[config.mk]
export PLATFORM = sky130hd
export DESIGN_NAME = fn_inverse_search
export DESIGN_NICKNAME = d
export VERILOG_FILES = /design/src/rtl/fn_inverse_search.sv
export SDC_FILE = /design/constraint.sdc
export NUM_CORES = 1
export LEC_CHECK = 0
export BUFFER_PORTS_ARGS = -buffer_cell sky130_fd_sc_hd__buf_2
export CAP_MARGIN = 20
export CORE_UTILIZATION = 38
export CTS_CLUSTER_DIAMETER = 100
export DETAILED_ROUTE_END_ITERATION = 10
export PLACE_DENSITY = 0.74
export SYNTH_ARGS = -nofsm -noshare
export SYNTH_HDL_FRONTEND = slang
export SYNTH_SLANG_ARGS = --single-unit
[constraint.sdc]
create_clock -name clk -period 1.67 [get_ports clk]
set_input_delay 0.2505 -clock clk [delete_from_list [all_inputs] [get_ports clk]]
set_output_delay 0.2505 -clock clk [all_outputs]
set_load 0.03 [all_outputs]
[src/rtl/fn_inverse_search.sv]
// Inverse evaluator for x = XNOR(c, a|b), y = a&b: scans all eight {a,b,c}
// inputs, one per clock, and reports which ones produce the latched target pair.
module fn_inverse_search (
  input  logic       clk,
  input  logic       rst,
  input  logic       start,
  input  logic       target_x,
  input  logic       target_y,
  output logic       busy,
  output logic       done,
  output logic       found,
  output logic [7:0] match_mask,
  output logic [3:0] match_cnt,
  output logic [2:0] first_abc,
  output logic [2:0] last_abc,
  output logic [2:0] scan_idx
);

  typedef enum logic [1:0] {S_IDLE, S_SCAN, S_DONE} state_t;

  state_t state;
  logic   tgt_x;
  logic   tgt_y;
  logic   fx;
  logic   fy;
  logic   hit;

  // scan_idx doubles as the scan counter, so the forward copy reads it directly
  always_comb begin
    fx  = ~(scan_idx[0] ^ (scan_idx[2] | scan_idx[1]));
    fy  = scan_idx[2] & scan_idx[1];
    hit = (fx == tgt_x) && (fy == tgt_y);
  end

  always_ff @(posedge clk or posedge rst) begin
    if (rst) begin
      state      <= S_IDLE;
      tgt_x      <= 1'b0;
      tgt_y      <= 1'b0;
      busy       <= 1'b0;
      done       <= 1'b0;
      found      <= 1'b0;
      match_mask <= '0;
      match_cnt  <= '0;
      first_abc  <= '0;
      last_abc   <= '0;
      scan_idx   <= '0;
    end else begin
      case (state)
        S_IDLE: begin
          done <= 1'b0;
          if (start) begin
            tgt_x      <= target_x;
            tgt_y      <= target_y;
            found      <= 1'b0;
            match_mask <= '0;
            match_cnt  <= '0;
            first_abc  <= '0;
            last_abc   <= '0;
            scan_idx   <= '0;
            busy       <= 1'b1;
            state      <= S_SCAN;
          end
        end
        S_SCAN: begin
          if (hit) begin
            match_mask[scan_idx] <= 1'b1;
            match_cnt            <= match_cnt + 4'd1;
            last_abc             <= scan_idx;
            if (!found) begin
              first_abc <= scan_idx;
              found     <= 1'b1;
            end
          end
          if (scan_idx == 3'd7) begin
            scan_idx <= '0;
            busy     <= 1'b0;
            done     <= 1'b1;
            state    <= S_DONE;
          end else begin
            scan_idx <= scan_idx + 3'd1;
          end
        end
        S_DONE: begin
          done  <= 1'b0;
          state <= S_IDLE;
        end
        default: state <= S_IDLE;
      endcase
    end
  end

endmodule

==> PnR_summary.wiki <==
{| class="wikitable"
! Metric !! Value
|-
| Total number of placement rows || 20
|-
| Placeable core region || 0.00313 mm²
|-
| CTS clk-pin slew, worst paths || 0.14 ns
|-
| Maximum clock frequency || 623 MHz
|-
| Horizontal extent of the die || 60.2 µm
|-
| Hold Worst Slack || 0.148 ns
|-
| Cts bufs inserted || 3
|-
| Max Cap Violations || 0
|-
| Worst path cell trace || nor2_2, ha_4, xor2_4, buf_12, o211ai_2, o21ai_0
|-
| Number of standard cells after synthesis || 110
|-
| Worst path depth || 6
|-
| WS Path Type || reg2reg
|-
| Number of DRC markers in iteration 0 || 25
|-
| Via Count || 962
|-
| Synthesis-to-finish area growth || 27.1%
|-
| Post-layout nets || 160
|-
| Detail Placement HPWL || 1960 µm
|-
| Placement-stage cell area || 0.00155 mm²
|-
| Cell with the largest stage delay on the worst path || dfrtp_2
|-
| Count of input and output buffers || 28
|-
| Critical path data required time || 1.92 ns
|-
| Global Route Usage Sum || 17.0%
|-
| Max VDD drop || 1090 µV
|-
| Ratio of cells with drive above 1 in the final layout || 37.6%
|-
| Total leakage power || 0.000860 µW
|-
| Count of fill cells added during filler insertion || 304
|-
| Number of standard cells in the final layout excluding fillers || 193
|-
| Routed wire length || 2670 µm
|-
| Design area || 0.00164 mm²
|-
| Weighted congestion at the end of routability-driven global placement || 0.762
|-
| Sum of buffers and inverters on the critical path || 1
|-
| Antenna-violating nets left || 0
|-
| Crit-path max FO || 7
|-
| Depth of the most critical reg-to-reg path || 6
|-
| Die height || 60.2 µm
|-
| Largest net degree at the start of global routing || 29
|-
| Final Hold Vio Count || 0
|-
| Wire length of the first global-routing pass || 4420 µm
|-
| Top-area cell type share of the netlist area || 54.4%
|-
| Avg Vias per Cell || 4.98
|-
| Startpoint Class || register
|-
| Slew at the pin closest to its max-slew limit || 0.431 ns
|-
| Inserted Diodes || 0
|-
| Detailed Routing Iterations Pass 1 || 4
|-
| Pwr per Cell Area || 2300 mW/mm²
|-
| Syn nets || 120
|-
| Cell type group with the largest total delay on the critical path || flip-flops
|-
| Part of the Yosys area used for sequential elements || 54.4%
|-
| H-tree level count || 1
|-
| Fin crit share || 96.2%
|-
| Via count of the first global-routing pass || 988
|-
| I/O pin count || 29
|-
| Total number of yosys warnings || 0
|-
| Number of enable-type register cells in the synthesized netlist || 0
|-
| Arrival time of the worst setup path || 1.86 ns
|-
| RSZ-0062 raised after global routing || no
|-
| Commonest cells in the netlist || dfrtp_1 (28), nand2_1 (17), mux2i_1 (10)
|-
| Area enclosed by the die boundary || 0.00362 mm²
|-
| Clock root buffer || clkbuf_4
|-
| Total grt overflow || 0
|-
| Maximum clock skew at final layout || 0.00424 ns
|-
| Number of antenna violations at the first check in global routing || 0
|-
| Total count of max-transition violations in the final report || 0
|-
| Clock Sinks || 28
|-
| Number of buffers on the longest clock path || 2
|-
| Clock network latency to the later pin of the worst-skew pair || 0.32 ns
|-
| Post-layout minimum cycle time || 1.61 ns
|-
| Slew headroom || 71.2%
|-
| Synth unique cells || 30
|-
| Drt drc || 0
|-
| Routed wire length per instance || 13.8 µm
|-
| Most frequent cell after synthesis || dfrtp_1
|-
| Critical path capture point type || register
|-
| Largest area contributor in the synthesized netlist || dfrtp_1
|-
| Run status || finished clean
|-
| Top area cells in the synthesized netlist || dfrtp_1 (54%), mux2i_1 (7.8%), nand2_1 (5.0%), ha_1 (4.9%), a22o_1 (2.7%)
|-
| Average size of a mapped cell || 11.7 µm²
|-
| TritonCTS clock tree || built
|-
| Synth Register Bits || 28
|-
| Placed Cells incl. Taps || 186
|-
| Stage delay of the slowest cell on the critical path || 0.44 ns
|-
| Class of the tightest hold or removal check || in2reg
|-
| Cell depth of the worst hold path || 2
|-
| Power consumption || 3770 µW
|-
| Effective utilization at floorplan || 41.2%
|-
| Async SR Flop Fraction || 100%
|-
| Setup violators final || 0
|-
| Top_reg_cell synth || dfrtp_1
|-
| Area of the mapped netlist || 0.00129 mm²
|}
==> through the flow <==
step,setup slack (ns),setup TNS (ns),util (%)
2_1_floorplan,0.0358,0,-
3_5_place_dp,-0.00950,-0.00950,49.4
3_3_place_gp,0.120,0,49.4
5_1_grt,0.00590,0,52.3
6_report,0.0637,0,52.3
4_1_cts,0.00575,0,50.8
==> area by class of cell <==
class | count | area (µm²) | area share (%)
inverter | 7 | 26.3 | 1.61
timing repair buffer | 38 | 230 | 14.1
sequential | 28 | 704 | 43.0
clock buffer | 4 | 26.3 | 1.61
tap | 44 | 55.1 | 3.36
multi-input combinational | 72 | 594 | 36.3
==> cell families after synthesis <==
logic type      count (synthesis)  share of synthesized area [%]
mux                            12                           9.52
compound gates                 21                           14.3
flops                          28                           54.4
buf+inv                        11                           4.08
fa+ha+maj                       5                           4.86
xor+xnor                        2                           1.94
simple gates                   31                           10.9
==> state kept, by name, indices dropped and copies added (netlist names) <==
signal	cells
found	1
tgt_y	1
state	2
tgt_x	1
done	1
last_abc	3
match_cnt	4
match_mask	8
scan_idx	3
busy	1
first_abc	3
==> layout by cell type, fill, tap and decap left out, types with 2 or more instances in the layout <==
cell type,instances
dfrtp_1,25
dfrtp_2,3
nand3_1,2
a22o_1,4
o31ai_2,2
buf_4,8
inv_1,6
nand2_1,17
mux2_2,2
ha_1,4
mux2i_1,10
o21ai_0,2
nor2_1,5
nand2b_1,2
clkbuf_4,3
buf_2,28
a41oi_1,2
a21oi_1,2
==> report_power, final <==
group          total, µW  internal, µW  switching [µW]
logic               2340           945            1400
clock network        282          93.6             188
registers           1140           949             196
total               3770          1990            1780
==> layer usage <==
| metal | vias to the layer above | share of wire (%) | GRT usage (%) |
|---|---|---|---|
| met5 | - | 0 | 0 |
| met4 | 0 | 1.9 | 8.97 |
| met3 | 4 | 2.5 | 2.16 |
| met2 | 17 | 54 | 30.5 |
| met1 | 476 | 42 | 19.5 |
| li1 | 465 | - | - |
==> final timing paths <==
| path | slack, ns | startpoint | end |
|---|---|---|---|
| setup / recovery | 0.06 | scan_idx[2]$_DFFE_PP0P_ | match_mask[5]$_DFFE_PP0P_ |
| hold / removal | 0.15 | target_y | tgt_y$_DFFE_PP0P_ |
| setup reg to reg | 0.06 | scan_idx[2]$_DFFE_PP0P_ | match_mask[5]$_DFFE_PP0P_ |
| hold reg to reg | 0.50 | match_mask[5]$_DFFE_PP0P_ | match_mask[5]$_DFFE_PP0P_ |
| max in group asynchronous | 0.88 | rst | scan_idx[1]$_DFFE_PP0P_ |
| min in group asynchronous | 0.51 | rst | first_abc[2]$_DFFE_PP0P_ |
==> worst register-to-register path, cell delays in order, from the launching register on <==
cell and delay, ns:
dfrtp_2 0.44, nor2_2 0.17, ha_4 0.23, xor2_4 0.15
buf_12 0.14, o211ai_2 0.19, o21ai_0 0.21
==> timing repair <==
action | 4_1_cts | 5_1_grt
buffers inserted | 0 | 1
cloned | 0 | 1
hold endpoints to repair | 28 | 0
resized for setup | 1 | 2
pin swaps | 0 | 1
endpoints found under the setup margin | 1 | 6
hold buffers | 1 | 0
Note: power is estimated with default switching activity, not from simulation.
